<file path="src/rtl/sw_debounce_irq.sv">
// Per-switch debouncer with sticky edge-pending flags and a level interrupt.
// Each switch bit lives in its own lane; the top only merges pending into irq.

module sw_debounce_lane #(
   parameter int DEBOUNCE_CYCLES = 250000
) (
   input  logic clk,
   input  logic rst,
   input  logic sw_raw,
   input  logic irq_en,
   input  logic edge_mode,
   input  logic clr,
   output logic sw_db,
   output logic pending
);
   localparam int CW = $clog2(DEBOUNCE_CYCLES);
   localparam logic [CW-1:0] CNT_LAST = CW'(DEBOUNCE_CYCLES - 1);

   logic [1:0]    sync;
   logic [CW-1:0] cnt, cnt_nxt;
   logic          db_nxt, evt, pend_nxt;

   always_comb begin
      db_nxt  = sw_db;
      cnt_nxt = '0;
      if (sync[1] != sw_db) begin
         if (cnt == CNT_LAST) db_nxt = sync[1];
         else                 cnt_nxt = cnt + CW'(1);
      end
      // falling edges count only in both-edge mode
      evt      = (db_nxt & ~sw_db) | (edge_mode & sw_db & ~db_nxt);
      pend_nxt = (evt & irq_en) | (pending & ~clr);
   end

   always_ff @(posedge clk or negedge rst) begin
      if (!rst) begin
         sync    <= '0;
         cnt     <= '0;
         sw_db   <= 1'b0;
         pending <= 1'b0;
      end else begin
         sync    <= {sync[0], sw_raw};
         cnt     <= cnt_nxt;
         sw_db   <= db_nxt;
         pending <= pend_nxt;
      end
   end
endmodule

module sw_debounce_irq #(
   parameter int DATA_WIDTH      = 4,
   parameter int DEBOUNCE_CYCLES = 250000
) (
   input  logic                  clk,
   input  logic                  rst,
   input  logic [DATA_WIDTH-1:0] sw_in,
   input  logic [DATA_WIDTH-1:0] irq_en,
   input  logic [DATA_WIDTH-1:0] edge_mode,
   input  logic [DATA_WIDTH-1:0] irq_clr,
   input  logic                  irq_clr_we,
   output logic [DATA_WIDTH-1:0] sw_db,
   output logic [DATA_WIDTH-1:0] pending,
   output logic                  irq
);
   logic [DATA_WIDTH-1:0] clr;

   assign clr = irq_clr_we ? irq_clr : '0;

   for (genvar i = 0; i < DATA_WIDTH; i++) begin : g_lane
      sw_debounce_lane #(.DEBOUNCE_CYCLES(DEBOUNCE_CYCLES)) u_lane (
         .clk       (clk),
         .rst       (rst),
         .sw_raw    (sw_in[i]),
         .irq_en    (irq_en[i]),
         .edge_mode (edge_mode[i]),
         .clr       (clr[i]),
         .sw_db     (sw_db[i]),
         .pending   (pending[i])
      );
   end

   // irq lags pending by one cycle; masking by irq_en leaves pending intact
   always_ff @(posedge clk or negedge rst) begin
      if (!rst) irq <= 1'b0;
      else      irq <= |(pending & irq_en);
   end
endmodule

</file>
<file path="config.mk">
export PLATFORM = sky130hd
export DESIGN_NAME = sw_debounce_irq
export DESIGN_NICKNAME = d
export VERILOG_FILES = /design/src/rtl/sw_debounce_irq.sv
export SDC_FILE = /design/constraint.sdc
export NUM_CORES = 1
export LEC_CHECK = 0
export CORE_MARGIN = 2
export CORE_UTILIZATION = 60
export DETAILED_ROUTE_END_ITERATION = 10
export GPL_TIMING_DRIVEN = 0
export PLACE_DENSITY = 0.81
export SETUP_SLACK_MARGIN = 0.15
export SYNTH_ARGS = -nofsm -noshare
export SYNTH_HDL_FRONTEND = slang
export SYNTH_HIERARCHICAL = 1
export SYNTH_SLANG_ARGS = --single-unit
</file>
<file path="constraint.sdc">
create_clock -name clk -period 3.95 [get_ports clk]
set_input_delay 0.79 -clock clk [delete_from_list [all_inputs] [get_ports clk]]
set_output_delay 0.79 -clock clk [all_outputs]
set_load 0.1 [all_outputs]
</file>
==> out/summary.txt, run 1 <==
GRT overflow: 0
Horizontal die dimension: 89.28 um
Clock Sink Count: 89
Final setup fails: 0
Filler instances: 555
Int Pwr: 1290 uW
Initial antenna violation count: 0
Clock network fraction of total power: 38.4%
Area delta synth->final: 14.34%
Distinct cell type count after synthesis: 27
Final worst-path cycle share: 69.73%
Number of logic stages on the critical path including buffering: 1
Number of DRC violations after detailed routing: 0
Worst Reg2Reg Path Length in Cells: 5
Final-report max-slew violation count: 0
Maximum buffer depth of the clock tree: 2
Avg Synthesized Cell Area: 10.49 um2
Root buffer selected by CTS: sky130_fd_sc_hd__clkbuf_8
Max Clock Skew: 0.01222 ns
Least-Margin Pin Slew: 0.9810 ns
Largest net degree at the start of global routing: 64
TritonCTS clock tree: built
Worst-path cell with the longest stage delay: sky130_fd_sc_hd__clkdlybuf4s50_1
Vert. Die Dim: 89.28 um
Data required, critical path: 3.16 ns
Startpoint type of the worst setup path: flip-flop
Crit Path Max Fanout: 5
Count of vias placed by the detailed router: 3,183
Part of the total power dissipated in combinational logic: 5.1%
HPWL after DPL: 5724 um
Area of the core: 7137 um2
Top-area cell type share of the netlist area: 51.05%
Post-synthesis sequential area ratio: 51.05%
Hold Path Class: in2async
Hold WS: 0.3508 ns
Relative slew slack: 34.40%
Run status: finished clean
Data arrival time of the critical path: 1.96 ns
Hold Fails Final Rpt: 0
Number of standard cells after synthesis: 416
Biggest area contributors in the synthesized netlist: sky130_fd_sc_hd__dfrtp_1 (51%), sky130_fd_sc_hd__xnor2_1 (10%), sky130_fd_sc_hd__nor2_1 (6.9%)
Largest stage delay, worst path: 1.17 ns
Count of inserted antenna diode cells: 0
Reported net switching power: 372.2 uW
Warnings from Yosys: 6
Netlist Area Pre-Place: 4363 um2
Fin crit period: 2.754 ns
Pre-CTS setup slack: 1.568 ns
First-pass GRT wire length: 13,700 um
Count of port buffers added during placement: 27
Maximum clock frequency: 363.1 MHz
Net total in the final layout: 478
Number of top-level pins: 28
Critical path endpoint category: output pin
H-tree levels: 3
Hold-fix buffers at CTS: 0
Number of setup buffers added after CTS: 0
Count of routing violations after the opening detailed-route iteration: 156
DRT Pass-1 Iters: 5
Drt total wl: 8212 um
Critical path's top delay family: buffers and inverters
Power per cell area: 333.1 nW/um2
Residual antenna-violating net count after detailed routing: 0
Number of buffers added by the clock tree synthesis step: 9
Lkg Pwr: 0.001966 uW
Clock latency reported for the late side of the worst-skew pair: 0.35 ns
Unrepaired setup endpoints after global routing: false
Number of buffer and inverter instances along the worst setup path: 1
Number of max-cap violations: 0
Cells along the critical path: clkdlybuf4s50_1
Total of flip-flops plus latches after synthesis: 89
Register share of total power: 56.5%
GRT Total Usage: 22.34%
Placement row count: 31
Routed wirelength normalized by instance count: 14.69 um
Setup ws final: 1.196 ns
Die outline area: 7970 um2
Maximum resistive drop on vdd: 0.1886 mV
WS Path Type: reg2out
Starting density of the core: 61.13%
Quantity of gates resized following cts: 0
Net count of the mapped netlist: 439
DR vias/cell: 5.694
Area leader, netlist: sky130_fd_sc_hd__dfrtp_1
Switching fraction of total power: 22.40%
Clock-pin transition on the worst setup and hold timing paths: 0.09 ns
RD Place Congestion: 0.8030
Via count of the first global-routing pass: 3,012
Share of cells above drive strength 1: 10.65%
-- cells in the final DEF (no fill, tap or decap), types with 8 or more instances in the layout --
cell and n:
sky130_fd_sc_hd__a21oi_1 8, sky130_fd_sc_hd__clkbuf_8 11, sky130_fd_sc_hd__clkdlybuf4s50_1 26, sky130_fd_sc_hd__dfrtp_1 89
sky130_fd_sc_hd__inv_1 28, sky130_fd_sc_hd__nand2_1 13, sky130_fd_sc_hd__nand3_1 16, sky130_fd_sc_hd__nand3_2 8
sky130_fd_sc_hd__nand4_1 16, sky130_fd_sc_hd__nor2_1 80, sky130_fd_sc_hd__nor3_1 12, sky130_fd_sc_hd__nor4_1 28
sky130_fd_sc_hd__xnor2_1 52, sky130_fd_sc_hd__xor2_1 8
-- path summary, 6_finish.rpt --
kind,from,to,slack [ns]
setup / recovery,g_lane[0].u_lane/sw_db$_DFF_PN0_,sw_db[0],1.20
min in group clk,g_lane[3].u_lane/sync[0]$_DFF_PN0_,g_lane[3].u_lane/sync[1]$_DFF_PN0_,0.35
hold / removal,rst,g_lane[2].u_lane/cnt[11]$_DFF_PN0_,0.35
hold reg to reg,g_lane[3].u_lane/sync[0]$_DFF_PN0_,g_lane[3].u_lane/sync[1]$_DFF_PN0_,0.35
setup reg to reg,g_lane[1].u_lane/cnt[8]$_DFF_PN0_,g_lane[1].u_lane/cnt[12]$_DFF_PN0_,1.93
max in group asynchronous,rst,g_lane[1].u_lane/sync[1]$_DFF_PN0_,2.99
-- sequential cells by signal, summed over array words and instances (netlist names) --
name	count
g_lane.u_lane/cnt	72
irq	1
g_lane.u_lane/pending	4
g_lane.u_lane/sync	8
g_lane.u_lane/sw_db	4
-- layout make-up --
cell class              instances  area [um2]  area share (%)
flip-flops and latches         89        2227           44.65
multi-input cells             295        1986           39.80
repair buffers                 28       295.3           5.919
clock buffers                  12       155.1           3.110
well taps                      99       123.9           2.483
inverters                      28       105.1           2.107
clock inverters                 4       51.30           1.028
plain buffers                   4       45.04          0.9029
-- layer usage --
metal	track usage [%]	routed length [um]
met5	0	0
met4	9.227	159
met3	4.709	288
met2	35.62	3956
met1	29.92	3807
-- metrics by stage --
| step | TNS (ns) | cells | area, um2 | total power (uW) | util (%) |
|---|---|---|---|---|---|
| 3_3_place_gp | -94.55 | 542 | 4757 | 1038 | 66.66 |
| 2_1_floorplan | 0 | 416 | 4363 | 991.8 | - |
| 5_1_grt | 0 | 559 | 4989 | 1734 | 69.90 |
| 6_report | 0 | 559 | 4989 | 1662 | 69.90 |
| 3_5_place_dp | 0 | 543 | 4782 | 1044 | 67.01 |
| 4_1_cts | 0 | 559 | 4989 | 1688 | 69.90 |
-- cell families after synthesis --
logic type      Yosys count  share of synthesized area (%)
fa+ha+maj                 4                          1.147
mux                       4                          1.032
buf+inv                  32                          3.441
xor+xnor                 60                          12.04
simple gates            197                          24.63
flops                    89                          51.05
compound gates           30                          6.653
-- cell usage after synthesis --
| cell | count |
|---|---|
| sky130_fd_sc_hd__a22oi_1 | 2 |
| sky130_fd_sc_hd__inv_1 | 28 |
| sky130_fd_sc_hd__dfrtp_1 | 89 |
| sky130_fd_sc_hd__nand3_4 | 4 |
| sky130_fd_sc_hd__nand3_2 | 8 |
| sky130_fd_sc_hd__nand3b_1 | 4 |
| sky130_fd_sc_hd__buf_6 | 4 |
| sky130_fd_sc_hd__nand2_1 | 13 |
| sky130_fd_sc_hd__o41ai_4 | 4 |
| sky130_fd_sc_hd__nor2_1 | 80 |
| sky130_fd_sc_hd__o31ai_1 | 4 |
| sky130_fd_sc_hd__mux2_2 | 4 |
| sky130_fd_sc_hd__nand3_1 | 16 |
| sky130_fd_sc_hd__nor4_1 | 28 |
| sky130_fd_sc_hd__xnor2_1 | 52 |
| sky130_fd_sc_hd__a21oi_1 | 8 |
| sky130_fd_sc_hd__nand4_2 | 4 |
| sky130_fd_sc_hd__or3_1 | 4 |
| sky130_fd_sc_hd__xor2_1 | 8 |
| sky130_fd_sc_hd__and2_1 | 4 |
| sky130_fd_sc_hd__nand4_1 | 16 |
| sky130_fd_sc_hd__a32o_1 | 4 |
| sky130_fd_sc_hd__a31o_2 | 4 |
| sky130_fd_sc_hd__o21ai_0 | 4 |
| sky130_fd_sc_hd__ha_1 | 4 |
| sky130_fd_sc_hd__or4_1 | 4 |
| sky130_fd_sc_hd__nor3_1 | 12 |
-- power by group through the flow --
stage,logic (uW),registers [uW],clock network (uW)
2_1_floorplan,37.6,954,0
3_3_place_gp,81.9,956,0
3_5_place_dp,86.9,957,0
4_1_cts,87.2,939,662
5_1_grt,97.1,941,696
6_report,85.0,939,638
Note: power is estimated with default switching activity, not from simulation.
==> inputs of run 2 (changes only) <==
CORE_UTILIZATION = 59   (was 60)
PLACE_DENSITY = 0.79   (was 0.81)
clock period = 2.55 ns   (was 3.95 ns; I/O delays follow)
==> out/summary.txt, run 2 (synthesis gave the netlist of run 1 again) <==
WS Path Type: reg2out
Die outline area: 8099 um2
Register with the highest flop count: g_lane.u_lane/cnt
Filler instances: 589
Clock latency reported for the late side of the worst-skew pair: 0.35 ns
Hold Fails Final Rpt: 0
H-tree levels: 3
Worst-path cell with the longest stage delay: sky130_fd_sc_hd__clkdlybuf4s50_1
Final setup fails: 0
Critical path's top delay family: buffers and inverters
DRT Pass-1 Iters: 6
Largest net degree at the start of global routing: 74
RD Place Congestion: 0.8500
Final Cell Area: 4941 um2
Hold Path Class: in2async
Most frequent cells in the layout: sky130_fd_sc_hd__dfrtp_1 (89), sky130_fd_sc_hd__nor2_1 (80), sky130_fd_sc_hd__xnor2_1 (52)
Maximum clock frequency: 426.1 MHz
Hold-fix buffers at CTS: 0
Commonest non-fill, non-tap cell in the layout: sky130_fd_sc_hd__dfrtp_1
Final worst-path cycle share: 92.04%
Clock-pin transition on the worst setup and hold timing paths: 0.08 ns
Via count of the first global-routing pass: 3,080
Fin crit period: 2.347 ns
Count of inserted antenna diode cells: 0
Count of routing violations after the opening detailed-route iteration: 111
Number of top-level pins: 28
Vert. Die Dim: 90.00 um
GRT overflow: 0
Data arrival time of the critical path: 1.84 ns
Startpoint type of the worst setup path: flip-flop
Clock Sink Count: 89
TritonCTS clock tree: built
Largest stage delay, worst path: 1.13 ns
Drt total wl: 8108 um
Max Clock Skew: 0.008538 ns
Quantity of gates resized following cts: 8
Number of buffers added by the clock tree synthesis step: 9
Count of vias placed by the detailed router: 3,092
Max FFs per register: 72
Net total in the final layout: 478
Total power: 2442 uW
Starting density of the core: 60.48%
Root buffer selected by CTS: sky130_fd_sc_hd__clkbuf_8
Relative slew slack: 35.35%
Least-Margin Pin Slew: 0.9736 ns
Initial antenna violation count: 0
Number of setup buffers added after CTS: 0
Final-report max-slew violation count: 0
Crit Path Max Fanout: 1
Placement row count: 31
Routed wirelength normalized by instance count: 14.56 um
Share of cells above drive strength 1: 10.48%
Critical path endpoint category: output pin
Start point of the critical path: irq$_DFF_PN0_
Reg-to-reg critical path startpoint: g_lane[2].u_lane/cnt[0]$_DFF_PN0_
Cells along the critical path: clkdlybuf4s50_1
Unrepaired setup endpoints after global routing: false
HPWL after DPL: 5669 um
DR vias/cell: 5.551
Number of max-cap violations: 0
First-pass GRT wire length: 14,230 um
Number of buffer and inverter instances along the worst setup path: 1
Residual antenna-violating net count after detailed routing: 0
Maximum buffer depth of the clock tree: 2
Maximum resistive drop on vdd: 0.2791 mV
Power per cell area: 494.2 nW/um2
GRT Total Usage: 21.68%
Data required, critical path: 2.04 ns
Instance area after placement: 4782 um2
Area delta synth->final: 13.25%
Count of port buffers added during placement: 27
Number of DRC violations after detailed routing: 0
Horizontal die dimension: 90.00 um
Regs by FF count: g_lane.u_lane/cnt x72, g_lane.u_lane/sync x8
Run status: finished clean
Area of the core: 7214 um2
Lkg Pwr: 0.001990 uW
-- run 2: cell types whose count changed in the layout (fill, tap and decap cells not counted) --
cell	before	now
sky130_fd_sc_hd__dlygate4sd2_1	0	8
sky130_fd_sc_hd__clkinv_4	1	0
sky130_fd_sc_hd__bufinv_16	1	0
sky130_fd_sc_hd__clkinv_2	1	2
sky130_fd_sc_hd__clkbuf_1	1	0
sky130_fd_sc_hd__clkdlybuf4s50_1	26	18
-- run 2: final timing paths --
| check | end | slack [ns] | cells after the start |
|---|---|---|---|
| worst max-delay path | irq | 0.20 | 1 |
| max in group asynchronous | g_lane[1].u_lane/cnt[6]$_DFF_PN0_ | 1.92 | 2 |
| min in group clk | g_lane[2].u_lane/sync[1]$_DFF_PN0_ | 0.35 | 0 |
| worst min register to register | g_lane[2].u_lane/sync[1]$_DFF_PN0_ | 0.35 | 0 |
| worst min-delay path | g_lane[2].u_lane/cnt[17]$_DFF_PN0_ | 0.01 | 1 |
| worst max register to register | g_lane[2].u_lane/cnt[0]$_DFF_PN0_ | 0.53 | 5 |
-- run 2: final cells by class --
class	instances	area (um2)	share of cell area, %
flip-flops and latches	89	2227	45.07
clock buffers	11	151.4	3.064
inverters	28	105.1	2.127
repair buffers	28	285.3	5.774
multi-input cells	295	1986	40.19
well taps	99	123.9	2.507
clock inverters	3	17.52	0.3545
plain buffers	4	45.04	0.9116
-- run 2: where the power goes --
| part | internal, uW | switching (uW) |
|---|---|---|
| logic | 58.4 | 73.2 |
| registers | 1430 | 22.3 |
| clock network | 393 | 463 |
| total | 1880 | 559 |
-- run 2: routing by layer --
metal  track usage, %  up-vias  part of all wire, %
met2            34.53       60                   48
met4            9.872        0                  2.0
li1                 -     1526                    -
met1            29.93     1493                   47
met3            3.018       13                  3.0
met5                0        -                    0
-- run 2: per-stage QoR --
stage               cells  setup slack [ns]  util (%)  hold WS, ns  TNS [ns]
finish                557            0.2030     68.49      0.01359         0
CTS                   557            0.1845     68.49     0.005683         0
floorplan             416            0.8259         -       0.2144         0
detailed placement    543            0.4419     66.29       0.3364         0
global placement      542            -2.240     65.94       0.3313   -198.95
global route          557            0.1621     68.49      0.02289         0
